--- config.mk ---
export PLATFORM = sky130hd
export DESIGN_NAME = csr_enc_hls_deadlock_monitor_param
export DESIGN_NICKNAME = d
export VERILOG_FILES = /design/src/rtl/csr_enc_hls_deadlock_monitor_param.sv
export SDC_FILE = /design/constraint.sdc
export NUM_CORES = 1
export LEC_CHECK = 0
export BUFFER_PORTS_ARGS = -buffer_cell sky130_fd_sc_hd__buf_2
export CAP_MARGIN = 5
export CORE_UTILIZATION = 40
export DETAILED_ROUTE_END_ITERATION = 8
export SETUP_SLACK_MARGIN = 0.05
export SLEW_MARGIN = 20
export SYNTH_ARGS = -nofsm -noshare
export SYNTH_HDL_FRONTEND = slang
export SYNTH_SLANG_ARGS = --single-unit
--- constraint.sdc ---
create_clock -name clock -period 3.6 [get_ports clock]
set_clock_uncertainty 0.2 [all_clocks]
set_input_delay 0.54 -clock clock [delete_from_list [all_inputs] [get_ports clock]]
set_output_delay 0.54 -clock clock [all_outputs]
set_load 0.02 [all_outputs]
--- src/rtl/csr_enc_hls_deadlock_monitor_param.sv ---
// rtl/csr_enc_hls_deadlock_monitor_param.sv - persistence-filtered deadlock monitor node for the csr_enc HLS monitor tree
// Optional: CSR_ENC_DEADLOCK_STICKY_EN holds block until clear or reset.
module csr_enc_hls_deadlock_monitor_param #(
    parameter int                AXIS_W    = 4,
    parameter int                N_INST    = 1,
    parameter logic [AXIS_W-1:0] AXIS_MASK = {AXIS_W{1'b1}},
    parameter logic [N_INST-1:0] INST_MASK = {N_INST{1'b1}},
    parameter int                THRESH    = 16,
    parameter int                CNT_W     = 16,
    parameter int                EVT_W     = 8
) (
    input  logic                     clock,
    input  logic                     reset_n,
    input  logic [AXIS_W-1:0]        axis_block_sigs,
    input  logic [N_INST-1:0]        inst_idle_sigs,
    input  logic [N_INST-1:0]        inst_block_sigs,
    input  logic                     clear,
    output logic                     block,
    output logic [AXIS_W+N_INST-1:0] block_cause,
    output logic [EVT_W-1:0]         block_events
);

    typedef enum logic [1:0] {
        ST_IDLE    = 2'd0,
        ST_SUSPECT = 2'd1,
        ST_BLOCKED = 2'd2
    } state_t;

    localparam logic [CNT_W:0] LP_THRESH = (CNT_W+1)'(THRESH);

    state_t                    r_state;
    logic [CNT_W-1:0]          r_cnt;
    logic                      r_block;
    logic [AXIS_W+N_INST-1:0]  r_block_cause;
    logic [EVT_W-1:0]          r_block_events;

    logic [AXIS_W-1:0]         w_axis_hit;
    logic [N_INST-1:0]         w_inst_hit;
    logic                      w_raw;
    logic [CNT_W:0]            w_cnt_inc;
    logic                      w_enter;

    // An idle child cannot be the reason its parent is stuck.
    assign w_axis_hit = axis_block_sigs & AXIS_MASK;
    assign w_inst_hit = inst_block_sigs & ~inst_idle_sigs & INST_MASK;
    assign w_raw      = (|w_axis_hit) | (|w_inst_hit);
    assign w_cnt_inc  = {1'b0, r_cnt} + (CNT_W+1)'(1);
    assign w_enter    = w_raw &&
                        (((r_state == ST_IDLE) && (THRESH == 1)) ||
                         ((r_state == ST_SUSPECT) && (w_cnt_inc == LP_THRESH)));

    always_ff @(posedge clock or negedge reset_n) begin
        if (!reset_n) begin
            r_state        <= ST_IDLE;
            r_cnt          <= '0;
            r_block        <= 1'b0;
            r_block_cause  <= '0;
            r_block_events <= '0;
        end else if (clear) begin
            r_state       <= ST_IDLE;
            r_cnt         <= '0;
            r_block       <= 1'b0;
            r_block_cause <= '0;
        end else if (w_enter) begin
            r_state       <= ST_BLOCKED;
            r_cnt         <= '0;
            r_block       <= 1'b1;
            r_block_cause <= {w_inst_hit, w_axis_hit};
            if (r_block_events != {EVT_W{1'b1}}) begin
                r_block_events <= r_block_events + EVT_W'(1);
            end
        end else begin
            case (r_state)
                ST_IDLE: begin
                    if (w_raw) begin
                        r_state <= ST_SUSPECT;
                        r_cnt   <= CNT_W'(1);
                    end
                end
                ST_SUSPECT: begin
                    if (!w_raw) begin
                        r_state <= ST_IDLE;
                        r_cnt   <= '0;
                    end else begin
                        r_cnt <= w_cnt_inc[CNT_W-1:0];
                    end
                end
                ST_BLOCKED: begin
`ifdef CSR_ENC_DEADLOCK_STICKY_EN
                    r_state <= ST_BLOCKED;
`else
                    if (!w_raw) begin
                        r_state <= ST_IDLE;
                        r_cnt   <= '0;
                        r_block <= 1'b0;
                    end
`endif
                end
                default: begin
                    r_state <= ST_IDLE;
                    r_cnt   <= '0;
                    r_block <= 1'b0;
                end
            endcase
        end
    end

    assign block        = r_block;
    assign block_cause  = r_block_cause;
    assign block_events = r_block_events;

endmodule

Word-level counts from Yosys, hierarchy flattened

Cells that the tools add are included.

$lt $le $gt $ge: 0
Eq/ne operators: 8
Muxes and demuxes: 17
Shift-type cells: 0
Bitwise operators: 4
$mul: 0
Divide/modulo/power cells: 0
Add/subtract/negate cells: 2
Reductions and logical operators: 11

Operators with widths:

| kind                                                                    | count |
|---|---|
| 16-bit two-way mux                                                      | 5 |
| 16-bit case mux with 3 select lines                                     | 1 |
| 16-bit by 1-bit adder with 17-bit output, second input constant         | 1 |
| 17-bit by 5-bit equality test with 1-bit output, second input constant  | 1 |
| 5-bit two-way mux                                                       | 2 |
| 8-bit by 1-bit adder with 8-bit output, second input constant           | 1 |
| 2-bit two-way mux                                                       | 4 |
| 4-bit inequality test, second input constant                            | 2 |
| 8-bit inequality test, second input constant                            | 1 |
| 2-bit AND reduction                                                     | 3 |
| 4-bit by 3-bit inequality test with 1-bit output, second input constant | 1 |
| 2-bit case mux with 2 select lines                                      | 1 |
| 2-bit OR reduction                                                      | 2 |
| 4-bit OR reduction                                                      | 1 |
| 1-bit two-way mux                                                       | 3 |
| 3-bit by 1-bit inequality test with 1-bit output, second input constant | 1 |
| 3-bit AND reduction                                                     | 1 |
| 2-bit by 1-bit equality test with 1-bit output, second input constant   | 1 |
| 2-bit equality test, second input constant                              | 1 |
| 1-bit logical AND                                                       | 2 |
| 2-bit logical NOT                                                       | 1 |
| 1-bit inverter                                                          | 2 |
| 1-bit case mux with 2 select lines                                      | 1 |
| 2-bit nonzero test                                                      | 1 |
| other kinds (2)                                                         | 2 |

RAM bits: 0
Bits in registers: 32
Bits in read-only memories: 0
Memories: 0
Latch bits: 0

Logic depth before layout (Yosys ltp)

Depth after elaboration: 7
Depth in mapped cells: 8

Worst setup path after synthesis

No wires, ideal clock.

Path type: reg-to-reg
Start point: reg r_cnt[0]
End point: reg r_block_events[1], in the netlist block_events[1]
Cell stages (with the launch flop): 8
Path slack: 1.212 ns
Period minus slack after synthesis: 2.388 ns
Setup time: 0.128 ns
Data required time: 3.272 ns
Data arrival time: 2.060 ns
Cell sequence: dfrtp_1 -> ha_1 -> and3_1 -> nor4_1 -> a211oi_2 -> nand3b_1 -> nor2_1 -> mux2_1

Cells in the longest elaborated chain, start to end: 5

Ends and longest elaborated chain:

| element                                         | line | text |
|---|---|---|
| from (decl)                                     | 32   | `logic [CNT_W-1:0] r_cnt;` |
| from (signal assigned)                          | 85   | `r_cnt <= w_cnt_inc[CNT_W-1:0];` |
| 16-bit by 1-bit adder with 17-bit output        | 47   | `assign w_cnt_inc = {1'b0, r_cnt} + (CNT_W+1)'(1);` |
| 17-bit by 5-bit equality test with 1-bit output | 50   | `((r_state == ST_SUSPECT) && (w_cnt_inc == LP_THRESH)));` |
| 1-bit logical AND                               | 50   |  |
| 1-bit logical AND                               | 48   | `assign w_enter = w_raw &&` |
| 3-bit AND reduction (no source line)            | n/a  |  |
| to (signal assigned)                            | 70   | `r_block_events <= r_block_events + EVT_W'(1);` |
| to (decl)                                       | 35   | `logic [EVT_W-1:0] r_block_events;` |

Every way passes these cells.
A chain may end at the register's enable or synchronous reset.

Worst setup path in the final report

Start point: reg r_cnt[0]
End point: reg r_cnt[15]

Cells in the longest elaborated chain, start to end: 6
Elaborated cells between the ends (all ways): 11
Classes of those cells: add/sub: 1; eq/ne: 3; mux: 4; reduce/logical: 3

Ends and longest elaborated chain:

| element                                                                      | line |
|---|---|
| 16-bit by 1-bit adder with 17-bit output (*)                                 | 47 |
| 17-bit by 5-bit equality test with 1-bit output                              | 50 |
| 1-bit logical AND                                                            | 50 |
| 1-bit logical AND                                                            | 48 |
| 4-bit inequality test (no source line) or 16-bit two-way mux (tied branches) | n/a |
| 2-bit AND reduction (no source line) or 16-bit two-way mux (tied branches)   | n/a |

Every way passes the cells marked *; elsewhere a longest branch is shown, timed or not.

==> impl_metrics.tcl <==
set metrics [dict create \
    hold_viol 0 \
    finalSetupTns_ps 0 \
    slowest_delay_ps 570 \
    ys_types 47 \
    worst_pin_slew_ps 749 \
    rrSetupSlack_ps 550 \
    total_leakage_power_nw 1.08 \
    cts_resized 0 \
    grt_max_degree 35 \
    via_per_inst 5.88 \
    syn_area_per_cell_sq_um 8.47 \
    reg2reg_from "r_cnt[0]" \
    synth_edf_count 0 \
    syn-instance-count 260 \
    crit_slowest_cell "o21ai_0" \
    die_w_um 76.2 \
    drtPass1Iterations 4 \
    post-route-period-util_pct 84.6 \
    grt_usage_pct 20.4 \
    layout_common_cells "nand2_1, dfrtp_1, nand3_1, o211ai_1, buf_2" \
    path_clk_slew_ps 70 \
    hold_class "input port to async pin" \
    vias 2045 \
    drv_cap 0 \
    critPathCaptureType "register" \
    syn_nets 274 \
    cts_tree "done" \
    io_pins 23 \
    wl_met2_um 2520 \
    r2r_end "r_cnt[15]" \
    grt_overflow 0 \
    arrival_ps 2990 \
    p_per_area_nw_per_um2 338 \
    ys_ff_latch 32 \
    synth_area_sq_um 2200 \
    slew_viol_final 0 \
    cts_root_buf "clkbuf_8" \
    antenna_found_initial 0 \
    min_period_ps 3050 \
    wl_met1_um 2740 \
    relSlewSlack_pct 50.1 \
    area_delta_synth_final_pct 12.5 \
    drc_errors 0 \
    wl_per_cell_um 15.9 \
    first_iter_violations 154 \
    grt_pass1_wl_um 9480 \
    cts_num_sinks 32 \
    drive_above_1_share_pct 16.2 \
    timing.fmax_mhz 328 \
    route.top_layer_used "met4" \
    place_congestion 0.825 \
    ys_seq_area_share_pct 36.4 \
    dp_hpwl_um 3740 \
    path_max_fanout 11 \
    rows 26 \
    cts_buffers 5 \
    fill_cells 514 \
    wl_um 5520 \
    ys_warn_count 0 \
    path_cells "ha_1 -> nand2_1 -> nor4_4 -> nor3_1 -> o2111ai_2 -> o21ai_0 -> o211ai_1" \
    fp.dieArea_sq_um 5810 \
    crit_required_ps 3550 \
    layout.nets 292 \
    clock_tree.buffer_depth 2 \
    core_sq_um 5200 \
    utilization_pct 47.6 \
    rsz0062_at_grt "false" \
    vdd_drop_max_v 0.000165 \
    cp-start-kind "register" \
    port_buffers 22 \
    num_antenna_cells 0 \
    critical_path_class "register to register" \
    clock_latency_ps 280 \
    start_util_pct 42.3 \
    worstSetupEndpoint "r_cnt[15]" \
    grt_pass1_vias 1947 \
    status "finished clean" \
    postRouteAntennaNets 0 \
    dr_wl_met3_um 189 \
    crit_start "r_cnt[0]" \
    crit_buf_inv 0 \
    hold_buffers 0 \
    cp.depth 7 \
    ys.flop_type "dfrtp_1" \
    die_h_um 76.2 \
    reg2regPathDepth 7 \
    htreeDepth 2 \
    path_delay_family "compound AO/OA/AOI/OAI gates" \
    cts_setup_buffers 0 \
    setup_viol 0 \
    async_flop_share_pct 100 \
]
kinds of logic (layout without fill, tap and decap cells):
group                      count (synthesis)  after routing  synth area share (%)
buffers and inverters                     29             47                  5.51
adders and majority gates                  5              5                  2.84
muxes                                      2              2                  1.02
xor gates and xnor gates                   8              8                  3.18
AOI/OAI and AO/OA                         60             60                  20.3
and+or+nand+nor                          124            124                  30.8
DFF                                       32             32                  36.4
layer usage:
metal	up-vias	global-route usage (%)
met3	7	3.71
li1	1009	-
met1	989	27.6
met5	-	0
met2	40	32.9
met4	0	6.92
synth_stat cells, types with 2 or more instances:
| cell type | instances | area, sq um |
|---|---|---|
| dfrtp_1 | 32 | 801 |
| nand2_1 | 32 | 120 |
| nand3_1 | 24 | 120 |
| o211ai_1 | 24 | 180 |
| nor2_1 | 17 | 63.8 |
| inv_1 | 13 | 48.8 |
| nor3_1 | 12 | 60.1 |
| a21oi_1 | 10 | 50.1 |
| clkbuf_1 | 8 | 30.0 |
| buf_2 | 7 | 35.0 |
| xor2_1 | 7 | 61.3 |
| and3_1 | 6 | 37.5 |
| nor4_1 | 6 | 37.5 |
| o2111ai_1 | 6 | 52.6 |
| ha_1 | 5 | 62.6 |
| nand4_1 | 5 | 31.3 |
| o31ai_1 | 5 | 37.5 |
| o21ai_0 | 4 | 20.0 |
| and2_1 | 3 | 18.8 |
| a22oi_1 | 2 | 15.0 |
| and4_1 | 2 | 17.5 |
| nand2b_1 | 2 | 12.5 |
| nand3b_1 | 2 | 15.0 |
| nor2b_1 | 2 | 12.5 |
| nor4b_2 | 2 | 30.0 |
cell type report:
type                            count  area (sq um)  area share (%)
Inverter                           13          48.8            1.97
Tap cell                           70          87.6            3.54
Multi-Input combinational cell    199          1300            52.3
Sequential cell                    32           801            32.3
Timing Repair Buffer               27           148            5.96
Clock buffer                        7          96.3            3.89
sequential cells by signal (all words and copies together) (netlist names):
signal,flops
block,1
block_events,8
block_cause,5
r_state,2
r_cnt,16
where the power goes:
group / leakage, nW / internal [mW] / switching [mW]
combinational: 0.581 / 0.0572 / 0.0917
sequential: 0.444 / 0.370 / 0.0135
clock: 0.0503 / 0.170 / 0.134
stage by stage:
stage / total power, mW / hold WS [ps] / cell area (sq um) / worst slack [ps] / cells
final: 0.837 / 113 / 2480 / 554 / 348
after CTS: 0.848 / 146 / 2480 / 498 / 348
after floorplan: 0.488 / 44.4 / 2200 / 1210 / 260
after global routing: 0.882 / 187 / 2480 / 245 / 348
after global placement: 0.534 / 270 / 2380 / 728 / 341
after detailed placement: 0.537 / 272 / 2380 / 518 / 341
worst min path at each step:
stage / from / slack, ps / endpoint / cells past startpoint
finish: reset_n / 110 / r_cnt[2] / 1
global route: reset_n / 190 / r_cnt[4] / 1
CTS: reset_n / 150 / r_cnt[2] / 1
detailed placement: block_events[5] / 270 / block_events[5] / 1
global placement: block_events[5] / 270 / block_events[5] / 1
floorplan: reset_n / 40 / block / 0
worst reg2reg max path: cells and delay by family (launching register included):
| family | cells | cell delay [ps] |
|---|---|---|
| fa+ha+maj | 1 | 280 |
| simple gates | 3 | 830 |
| flops | 1 | 440 |
| compound gates | 3 | 1150 |
Power figures use the tool's default switching activity.
